`src/rtl/idma_legalizer_burst_axi.sv`:
```
// idma_legalizer_burst_axi
// Splits 1D copy requests (src, dst, length) into legal AXI4 read and write
// bursts. Each burst respects the 4 KiB page rule, the configured maximum burst
// length, and the 16-beat FIXED limit. Read and write sides can emit bursts in
// lock-step (coupled) or independently (decoupled).
//
// Optional build macro IDMA_LEGALIZER_STATS_EN adds r_burst_cnt_o/w_burst_cnt_o.
// These count accepted bursts per side and are cleared only by reset.
module idma_legalizer_burst_axi #(
  parameter int unsigned DataWidth = 64,
  parameter int unsigned AddrWidth = 32,
  parameter int unsigned LenWidth  = 32,
  parameter int unsigned MaxBeats  = 256,
  localparam int unsigned StrbWidth   = DataWidth / 8,
  localparam int unsigned OffsetWidth = $clog2(StrbWidth)
) (
  input  logic                   clk_i,
  input  logic                   rst_ni,
  input  logic                   req_valid_i,
  output logic                   req_ready_o,
  input  logic [AddrWidth-1:0]   req_src_addr_i,
  input  logic [AddrWidth-1:0]   req_dst_addr_i,
  input  logic [LenWidth-1:0]    req_length_i,
  input  logic                   req_decouple_i,
  input  logic                   req_src_fixed_i,
  input  logic                   req_dst_fixed_i,
  input  logic                   kill_i,
  output logic                   r_valid_o,
  input  logic                   r_ready_i,
  output logic [AddrWidth-1:0]   r_addr_o,
  output logic [7:0]             r_len_o,
  output logic                   r_fixed_o,
  output logic [OffsetWidth-1:0] r_offset_o,
  output logic [OffsetWidth-1:0] r_tailer_o,
  output logic                   r_last_o,
  output logic                   w_valid_o,
  input  logic                   w_ready_i,
  output logic [AddrWidth-1:0]   w_addr_o,
  output logic [7:0]             w_len_o,
  output logic                   w_fixed_o,
  output logic [OffsetWidth-1:0] w_offset_o,
  output logic [OffsetWidth-1:0] w_tailer_o,
  output logic                   w_last_o,
  output logic                   r_busy_o,
  output logic                   w_busy_o
`ifdef IDMA_LEGALIZER_STATS_EN
  ,
  output logic [31:0]            r_burst_cnt_o,
  output logic [31:0]            w_burst_cnt_o
`endif
);

  // An INCR burst may not cross this boundary. It is either the 4 KiB page or
  // the longest burst in bytes, whichever is smaller.
  localparam int unsigned MaxBurstBytes = MaxBeats * StrbWidth;
  localparam int unsigned Boundary      = (MaxBurstBytes < 4096) ? MaxBurstBytes : 4096;
  localparam int unsigned BoundW        = $clog2(Boundary);
  localparam int unsigned FixedBeats    = (MaxBeats < 16) ? MaxBeats : 16;
  localparam int unsigned FixedBytes    = FixedBeats * StrbWidth;

  // Bytes a side may move in one burst from its current address.
  function automatic logic [LenWidth-1:0] cap_bytes(input logic [AddrWidth-1:0] addr,
                                                    input logic                 fixed);
    logic [LenWidth-1:0] cap;
    if (fixed) cap = LenWidth'(FixedBytes);
    else       cap = LenWidth'(Boundary) - LenWidth'(addr[BoundW-1:0]);
    return cap;
  endfunction

  function automatic logic [LenWidth-1:0] min_len(input logic [LenWidth-1:0] a,
                                                  input logic [LenWidth-1:0] b);
    return (a < b) ? a : b;
  endfunction

  // AXI len field: number of data beats touched minus one.
  function automatic logic [7:0] beats_m1(input logic [LenWidth-1:0]    chunk,
                                          input logic [OffsetWidth-1:0] offset);
    logic [LenWidth-1:0] span;
    span = chunk + LenWidth'(offset) - LenWidth'(1);
    return 8'(span >> OffsetWidth);
  endfunction

  // Byte lane just past the last valid byte, modulo the bus width.
  function automatic logic [OffsetWidth-1:0] tailer(input logic [LenWidth-1:0]    chunk,
                                                    input logic [OffsetWidth-1:0] offset);
    logic [LenWidth-1:0] end_pos;
    end_pos = chunk + LenWidth'(offset);
    return end_pos[OffsetWidth-1:0];
  endfunction

  // Control state.
  logic r_busy, w_busy, decouple;
  // Data state. It is only meaningful while the matching busy flag is set.
  logic [AddrWidth-1:0] r_addr, w_addr;
  logic [LenWidth-1:0]  r_rem, w_rem;
  logic                 r_fixed, w_fixed;

  logic [LenWidth-1:0]    r_cap, w_cap, r_chunk, w_chunk;
  logic [OffsetWidth-1:0] r_off, w_off;
  logic                   r_last, w_last, r_fire, w_fire, r_done, w_done, accept;

  // Burst sizing. In coupled mode both sides take the smallest cap, so the read
  // and write bursts always cover the same bytes.
  always_comb begin
    r_cap   = cap_bytes(r_addr, r_fixed);
    w_cap   = cap_bytes(w_addr, w_fixed);
    r_chunk = min_len(r_rem, min_len(r_cap, w_cap));
    w_chunk = r_chunk;
    if (decouple) begin
      r_chunk = min_len(r_rem, r_cap);
      w_chunk = min_len(w_rem, w_cap);
    end
  end

  assign r_off  = r_addr[OffsetWidth-1:0];
  assign w_off  = w_addr[OffsetWidth-1:0];
  assign r_last = (r_chunk == r_rem);
  assign w_last = (w_chunk == w_rem);

  // In coupled mode each side shows valid only when the other side can take
  // its burst in the same cycle. Then both handshakes always fire together.
  assign r_valid_o = r_busy & (decouple | w_ready_i);
  assign w_valid_o = w_busy & (decouple | r_ready_i);
  assign r_fire    = r_valid_o & r_ready_i;
  assign w_fire    = w_valid_o & w_ready_i;

  // A side can take a new request if it is idle, or if it is handing off its
  // final burst this cycle. This gives back-to-back requests with no bubble.
  assign r_done      = ~r_busy | (r_fire & r_last);
  assign w_done      = ~w_busy | (w_fire & w_last);
  assign req_ready_o = r_done & w_done & ~kill_i;
  assign accept      = req_valid_i & req_ready_o;

  assign r_addr_o   = r_busy ? {r_addr[AddrWidth-1:OffsetWidth], {OffsetWidth{1'b0}}} : '0;
  assign r_len_o    = r_busy ? beats_m1(r_chunk, r_off) : '0;
  assign r_fixed_o  = r_busy & r_fixed;
  assign r_offset_o = r_busy ? r_off : '0;
  assign r_tailer_o = r_busy ? tailer(r_chunk, r_off) : '0;
  assign r_last_o   = r_busy & r_last;

  assign w_addr_o   = w_busy ? {w_addr[AddrWidth-1:OffsetWidth], {OffsetWidth{1'b0}}} : '0;
  assign w_len_o    = w_busy ? beats_m1(w_chunk, w_off) : '0;
  assign w_fixed_o  = w_busy & w_fixed;
  assign w_offset_o = w_busy ? w_off : '0;
  assign w_tailer_o = w_busy ? tailer(w_chunk, w_off) : '0;
  assign w_last_o   = w_busy & w_last;

  assign r_busy_o = r_busy;
  assign w_busy_o = w_busy;

  // Busy/mode control: reset and kill drop the transfer; accept loads a new one.
  always_ff @(posedge clk_i) begin
    if (!rst_ni) begin
      r_busy   <= 1'b0;
      w_busy   <= 1'b0;
      decouple <= 1'b0;
    end else if (kill_i) begin
      r_busy <= 1'b0;
      w_busy <= 1'b0;
    end else if (accept) begin
      r_busy   <= (req_length_i != '0);
      w_busy   <= (req_length_i != '0);
      decouple <= req_decouple_i;
    end else begin
      if (r_fire && r_last) r_busy <= 1'b0;
      if (w_fire && w_last) w_busy <= 1'b0;
    end
  end

  // Address/remaining bookkeeping. FIXED sides keep hitting the same address.
  always_ff @(posedge clk_i) begin
    if (accept) begin
      r_addr  <= req_src_addr_i;
      r_rem   <= req_length_i;
      r_fixed <= req_src_fixed_i;
      w_addr  <= req_dst_addr_i;
      w_rem   <= req_length_i;
      w_fixed <= req_dst_fixed_i;
    end else begin
      if (r_fire) begin
        r_rem <= r_rem - r_chunk;
        if (!r_fixed) r_addr <= r_addr + AddrWidth'(r_chunk);
      end
      if (w_fire) begin
        w_rem <= w_rem - w_chunk;
        if (!w_fixed) w_addr <= w_addr + AddrWidth'(w_chunk);
      end
    end
  end

`ifdef IDMA_LEGALIZER_STATS_EN
  logic [31:0] r_cnt, w_cnt;

  // Accepted-burst counters per side. They wrap naturally, and kill leaves them alone.
  always_ff @(posedge clk_i) begin
    if (!rst_ni) begin
      r_cnt <= '0;
      w_cnt <= '0;
    end else begin
      if (r_fire) r_cnt <= r_cnt + 32'd1;
      if (w_fire) w_cnt <= w_cnt + 32'd1;
    end
  end

  assign r_burst_cnt_o = r_cnt;
  assign w_burst_cnt_o = w_cnt;
`endif

endmodule
```
`config.mk`:
```
export PLATFORM = sky130hd
export DESIGN_NAME = idma_legalizer_burst_axi
export DESIGN_NICKNAME = d
export VERILOG_FILES = /design/src/rtl/idma_legalizer_burst_axi.sv
export SDC_FILE = /design/constraint.sdc
export NUM_CORES = 1
export LEC_CHECK = 0
export CAP_MARGIN = 30
export CORE_ASPECT_RATIO = 0.9
export CORE_MARGIN = 2
export CORE_UTILIZATION = 50
export DETAILED_ROUTE_END_ITERATION = 8
export PLACE_DENSITY = 0.83
export SLEW_MARGIN = 0
export SYNTH_ARGS = -nofsm -noshare
export SYNTH_HDL_FRONTEND = slang
export SYNTH_SLANG_ARGS = --single-unit
```
`constraint.sdc`:
```
create_clock -name clk_i -period 8.7 [get_ports clk_i]
set_input_delay 0.87 -clock clk_i [delete_from_list [all_inputs] [get_ports clk_i]]
set_output_delay 0.87 -clock clk_i [all_outputs]
set_load 0.01 [all_outputs]
```
==> run metrics <==
Setup Viol. Count Final=10; Die Width=185 µm; worst-margin pin slew=roughly 0.63 ns; slowest CP cell=or4_4; Worst EP arrival=about 8 ns; # clock sinks=between 100 and 150; Routed WL=between 50,000 and 60,000 µm; Worst Clk Skew=0.0135 ns; relative slew slack=approximately 58%; clk buf depth=2; H-tree levels=4; cell area after synthesis=between 10,000 and 15,000 µm²; fraction of layout cells with a size suffix above 1=18.0%; Port Buf Inserts=approximately 200; Remaining Overflow, GRT=0; 1st-iter DRT viols=approximately 1,500; Final Hold Vio Count=0; router iterations before antenna repair=6; Synth top cells by count=nand2_1, ha_1, o21ai_0, nor2_1, a21oi_1; via density per instance=5.88; Pwr per Cell Area=between 200 and 250 nW/µm²; RSZ-0062 raised after global routing=true; hpwl dp=around 38,000 µm; Nets=~2,500; Initial Util=50.8%; Async SR Flop Fraction=0%; top cells by area, synth=edfxtp_1, ha_1, o21ai_0; overall power=roughly 4200 µW; cell family with most CP delay=simple AND/OR/NAND/NOR gates; fmax=111 MHz; final worst-path cycle share=104%; placed instance area=18,800 µm²; worst path required time=roughly 8 ns; first-pass GRT wire length=between 70,000 and 80,000 µm; Post-route DRC=0; setup slack at placement=-0.249 ns; Crit path largest cell delay=about 0.58 ns; final non-filler cell total=2,663; CP Buf/Inv Count=9; Area growth, synth to finish=38.5%; die area=30,800 µm²; CTS Hold Bufs=0; vias in the first global route=about 15,000; leakage=roughly 0.0086 µW; Worst Setup End Kind=output port; largest net degree at the start of global routing=60; Root Buffer=clkbuf_16; share of the synthesized area in the top cell type=between 20% and 30%; Critical Path Start Type=flip-flop; initial antenna violation count=1; number of diodes=0; GPL Wtd Cong=roughly 0.95; #FFs+latches synth=~130; drt wl/cell=approximately 19 µm; CP Class=flip-flop to output port; Cell variety after synth=83; antenna-violating nets left=0; Final Util=between 70% and 80%; Crit Path Max Fanout=6; die span in y=~170 µm; Post-Syn Instances=around 1,800; Max VDD drop=between 0.15 and 0.2 mV; Max Cap Viol=0; Max Slew Vio Count=0; io pins=206; Post-synth EDFFs=between 100 and 150; Clk Latency, worst-skew pair=about 0.45 ns; final critical-path required period=around 9.0 ns; outcome=complete, but fails checks; largest area contributor in the netlist=edfxtp_1; CTS tree=yes; core area=just under 30,000 µm²; GR Util All Layers=between 30% and 40%; Yosys warnings=0; Vias=roughly 16,000; register area share after synthesis=between 20% and 30%; count leader, synth=nand2_1; placed insts=roughly 2,600; FP Rows=just under 60; CTS buffer count=17; post-route cell area=around 20,000 µm²; Hold WC Path Type=flip-flop to flip-flop; Worst-path clk slew=0.07 ns; failing checks=setup timing; Post-synth top flop=edfxtp_1; setup ws final=-0.325 ns; syn avg cell area=about 8.2 µm²
==> power by group <==
part	internal (µW)	switching, µW
Sequential	866	97.2
Clock	517	341
Combinational	1130	1280
Total	2510	1720
==> metal layers <==
metal	up-vias	global-route usage, %	part of all wire [%]
met5	-	0	0
met4	0	12.9	3.8
met3	149	4.22	7.5
met2	706	52.1	47
met1	7426	42.1	42
li1	7373	-	-
==> final cells by class <==
| class | instances | area, µm² |
|---|---|---|
| inverters | 97 | 367 |
| flip-flops and latches | 133 | 3960 |
| clock buffers | 17 | 425 |
| fillers | 2246 | 8570 |
| clock inverters | 15 | 239 |
| multi-input cells | 1583 | 11100 |
| well taps | 396 | 495 |
| repair buffers | 422 | 3790 |
==> through the flow <==
stage,TNS (ns),hold WS [ns]
finish,-1.38,0.627
floorplan,-14.22,0.573
global placement,0,0.647
global route,-7.58,0.668
CTS,-0.349,0.628
detailed placement,-1.42,0.616
==> state kept, by name (all words and copies together), names as in the netlist <==
signal / flops
decouple: 1
r_addr: 32
w_busy_o: 1
w_addr: 32
w_fixed: 1
r_rem: 32
r_fixed: 1
r_busy_o: 1
w_rem: 32
==> placed cells by master (no fill, tap or decap), types with 6 or more instances in the layout <==
master             n
nor3_1            27
a21oi_1          139
nor2_1           162
buf_6              9
a31oi_1           10
clkbuf_16         17
conb_1            82
o21ai_0          142
a21oi_2           17
buf_12             9
or3_1             12
ha_1             160
inv_1             92
buf_4            204
mux2i_1           22
a211oi_1           8
and3_1             8
mux2_2             7
xor2_1            67
nor2b_1           16
o21ai_2           11
nor4_1            24
o21a_1            21
o21bai_1          12
o211ai_1          11
and4_1             6
clkdlybuf4s50_1  182
xnor2_1           61
dlymetal6s2s_1     6
edfxtp_1         130
nand2b_1          35
o31ai_1           22
nand2_1          173
nand4_1           20
a21o_1            40
ha_4               7
and2_1            71
buf_2             10
nand3_1           30
o21ai_1           20
==> repair_timing <==
item,4_1_cts,5_1_grt
pin swaps,28,81
buffers inserted,14,26
gates resized for setup,74,140
setup endpoints to repair,26,181
cloned,0,0
==> cells by family (layout without fill, tap and decap cells) <==
| family | after synthesis | after routing | share of synthesized area [%] |
|---|---|---|---|
| xor gates and xnor gates | 132 | 132 | 7.99 |
| buffers and inverters | 157 | 551 | 4.27 |
| AOI/OAI and AO/OA | 525 | 525 | 22.1 |
| and+or+nand+nor | 635 | 635 | 21.1 |
| DFF | 133 | 133 | 27.0 |
| other | 2 | 82 | 0.0511 |
| muxes | 35 | 35 | 2.48 |
| adders and majority gates | 174 | 174 | 15.0 |
==> worst reg2reg max path, delay by kind of cell (launching register included) <==
family                     cells  cell delay, ns
adders and majority gates      4            1.21
muxes                          2            0.58
AOI/OAI and AO/OA             14            2.62
buffers and inverters          9            1.20
and+or+nand+nor               12            2.22
DFF                            1            0.41
xor gates and xnor gates       2            0.24
==> final timing paths <==
path	startpoint	end	slack, ns	cells past startpoint
worst max-delay path	w_addr[3]	r_len_o[6]	-0.32	38
worst min-delay path	w_busy_o	w_busy_o	0.63	2
worst max register to register	w_addr[3]	w_addr[30]	-0.05	43
worst min register to register	w_busy_o	w_busy_o	0.63	2
Power figures use the tool's default switching activity.
==> RTL change 1: new RTL, same flow settings <==
Build with the macro `IDMA_LEGALIZER_STATS_EN` defined.
--- a/src/rtl/idma_legalizer_burst_axi.sv
+++ b/src/rtl/idma_legalizer_burst_axi.sv
@@ -8,2 +8,4 @@
 // These count accepted bursts per side and are cleared only by reset.
+`define IDMA_LEGALIZER_STATS_EN
+
 module idma_legalizer_burst_axi #(
New outputs: r_burst_cnt_o and w_burst_cnt_o. Check against the original RTL: not settled (the Yosys comparison gave no result); the edit may change what the design does.
==> RTL change 1 against the unedited design <==
The flow still finishes with violations (negative setup slack). Core utilization is 3.5 points lower. Critical path depth fell by 4. Power up 10%. Largest power group unchanged. Register-to-register slack improved by 0.03 ns. Cell area increased by 15%. Sequential power is 33% higher. Synthesized area grew 20%. Sequential share of layout area rose by 3.0 points. Wire length grew 13%. Worst setup slack better by 0.31 ns. Sequential cell count grew 64. Critical endpoint is now w_addr[29]. Largest cell class unchanged.
==> RTL change 1: results (changes against the unedited design) <==
met2 Use GR 47.8% (-4.3 points); DR WL/cell 19.0 um (-1.3%); DP Area 0.0221 sq mm (+18%); Setup Viol. Count Final 3 (-7); Vias/cell 5.79 (-1.6%); initial antenna violation count 0 (-1); slowest CP cell o31ai_1; ratio of cells with drive above 1 in the final layout 12.9% (-5.0 points); Sw Share 41.6% (+0.97 points); ranking of synthesized cells by area edfxtp_1 (22%), ha_1 (12%), dfxtp_1 (7.6%); DP HPWL 44600 um (+16%); Via Count 17600 (+12%); DRT iter0 DRCs 1407 (-5.3%); Non-clk invs 92 (-5.2%); buffering overhead 16.7% (-2.0 points); sequential share of cell area 22.4% (+3.0 points); failing checks negative setup slack; met1 Track Usage GR 40.2% (-1.9 points); post-route setup TNS -0.0375 ns (+1.34 ns); Setup Skew 0.0109 ns (-0.00261 ns); placed cells 2986 (+15%); Slew HR 41.5% (-16 points); routability cong. 0.971 (+1.8%); pwr dens 199 mW/mm^2 (-3.9%); P_leak 9.70 nW (+13%); GRT Util Overall 30.3% (-1.4 points); worst slack, placed -0.0188 ns (+0.230 ns); Fillers 2824 (+26%); number of global-route vias before repair 16900 (+12%); Setup WS post-layout -0.0195 ns (+0.305 ns); combinational group power 2.54 mW (+6%); register area share after synthesis 29.7% (+2.7 points); number of clock buffers in the layout 18 (+1); outcome finished with violations
## RTL change 1: worst paths after layout
check | startpoint | end | slack [ns] | cells after the start
worst max-delay path | w_addr[5] | w_addr[29] | -0.02 | 34
worst min-delay path | w_burst_cnt_o[1] | w_burst_cnt_o[1] | 0.52 | 2
worst min register to register | w_burst_cnt_o[1] | w_burst_cnt_o[1] | 0.52 | 2
worst max register to register | w_addr[5] | w_addr[29] | -0.02 | 34
## RTL change 1: timing repair
item                                    CTS  global route
pin swaps                                 8            38
setup buffers                             8            16
endpoints found under the setup margin   19            80
gates resized for setup                  41           137
## RTL change 1: cell families after synthesis
group,share of synthesized area [%]
and+or+nand+nor,24.2
AOI/OAI and AO/OA,18.6
xor gates and xnor gates,9.81
DFF,29.7
adders and majority gates,12.6
buffers and inverters,3.53
muxes,1.56
other,0.0425
## RTL change 1: tightest hold or removal path: cells and delay by family (launching register included)
kind	cells	cell delay, ns
flip-flops	1	0.35
AND/OR/NAND/NOR	1	0.06
AO/OA/AOI/OAI	1	0.07
==> RTL change 2: new RTL, config.mk and constraints unchanged <==
Made on the original files. `LenWidth`: 32 -> 16.
--- a/src/rtl/idma_legalizer_burst_axi.sv
+++ b/src/rtl/idma_legalizer_burst_axi.sv
@@ -11,3 +11,3 @@
   parameter int unsigned AddrWidth = 32,
-  parameter int unsigned LenWidth  = 32,
+  parameter int unsigned LenWidth  = 16,
   parameter int unsigned MaxBeats  = 256,
Ports: changed (resized req_length_i); port bits go from 206 to 190. No check against the original RTL was run, so the function may have changed too.
==> RTL change 2 against the unedited design <==
Cell area shrank 27%. Wire length shrank 24%. Power shrank 28%. Sequential cell count shrank 32. Synthesized area shrank 25%. Clock skew grew 0.0023 ns. Synthesized cell count shrank 24%. Worst setup slack gained 0.51 ns. Critical endpoint is now r_len_o[7].
==> RTL change 2: results (changes against the unedited design) <==
synth cell count leaders nand2_1 (127), nor2_1 (127), ha_1 (108); non-clock buffer count 304 (-28%); routability cong. 1.04 (+9.0%); final std cells w/o fill 1940 (-27%); number of clock buffers in the layout 9 (-8); Hold WS 0.618 ns (-0.00872 ns); XOR/XNOR Fraction of Synth Area 7.29% (-0.70 points); Fillers 1695 (-25%); DRT iter0 DRCs 1089 (-27%); hold crit path type register to register; placed cells 1902 (-27%); PortBufs 183 (-8.0%); Vias/cell 5.99 (+1.8%); Die Wd 161 um (-13%); Synth Area in Adders 12.9% (-2.1 points); initial antenna violation count 0 (-1); GRT Util Overall 32.1% (+0.35 points); # clock sinks 101 (-24%); P_leak 5.89 nW (-31%); buffering overhead 18.9% (+0.25 points); largest net degree at the start of global routing 76 (+27%); outcome finished clean; Slew HR 32.9% (-25 points); number of global-route vias before repair 11100 (-27%); # nets final 1845 (-27%); worst-skew pair later-pin latency 0.37 ns (-0.08 ns); ranking of synthesized cells by area edfxtp_1 (27%), ha_1 (12%), xnor2_1 (4.8%); CTS Buffer Depth 2 (unchanged); EDFF count, synth 98 (-25%); mux cell area share after synthesis 2.06% (-0.42 points); worst slack, placed -0.206 ns (+0.0433 ns); DP Area 0.0139 sq mm (-26%); asr flop ratio synth 0% (unchanged); Pre-antenna DRT Iters 7 (+1); Setup Skew 0.0158 ns (+0.00225 ns); ratio of cells with drive above 1 in the final layout 15.4% (-2.5 points); Final clock-cell share 2.06% (-1.2 points); maximum vdd drop 0.000107 V (-35%); Setup WS post-layout 0.184 ns (+0.509 ns); DP HPWL 30000 um (-22%); combinational group power 1.89 mW (-21%); sequential share of cell area 20.2% (+0.77 points); switching power 1.35 mW (-21%); Non-clk invs 96 (-1.0%); sequential share of power 24.3% (+1.5 points); first-pass GRT wire length 59200 um (-23%); number of distinct library cells after synthesis 80 (-3.6%); register area share after synthesis 27.2% (+0.21 points); internal power 1.71 mW (-32%); CP Max Fanout 5 (-1); Max H-tree Level 3 (-1); multi-input logic area 0.00801 sq mm (-28%); DR WL/cell 19.9 um (+3.8%); FF-to-FF setup slack 0.37 ns (+0.42 ns); post-synthesis compound-gate area fraction 21.4% (-0.68 points); final core utilization 68.4% (-2.0 points); syn avg cell area 8.10 sq um (-1.2%); multi-input gates 1132 (-28%); Critical Path AT 7.65 ns (-0.50 ns)
-- RTL change 2: final timing paths --
check | startpoint | end | depth (start not counted)
hold reg to reg | r_busy_o | r_busy_o | 2
setup reg to reg | w_addr[5] | r_addr[26] | 35
setup / recovery | w_addr[5] | r_len_o[7] | 31
hold / removal | r_busy_o | r_busy_o | 2
-- RTL change 2: what timing repair did --
| action | in CTS | in global routing |
|---|---|---|
| resized for setup | 27 | 91 |
| buffers inserted | 4 | 17 |
| pin swaps | 6 | 35 |
| setup endpoints to repair | 16 | 138 |
| hold endpoints to repair | 0 | 0 |
-- RTL change 2: cell families after synthesis --
kind of cell,count (synthesis)
flops,101
fa+ha+maj,112
buf+inv,150
other cells,2
mux,22
xor+xnor,92
compound gates,368
simple gates,518
-- RTL change 2: routing by layer --
metal | track usage, % | part of all wire (%)
met5 | 0 | 0
met4 | 12.8 | 3.5
met3 | 5.75 | 8.7
met2 | 50.3 | 45
met1 | 43.9 | 43
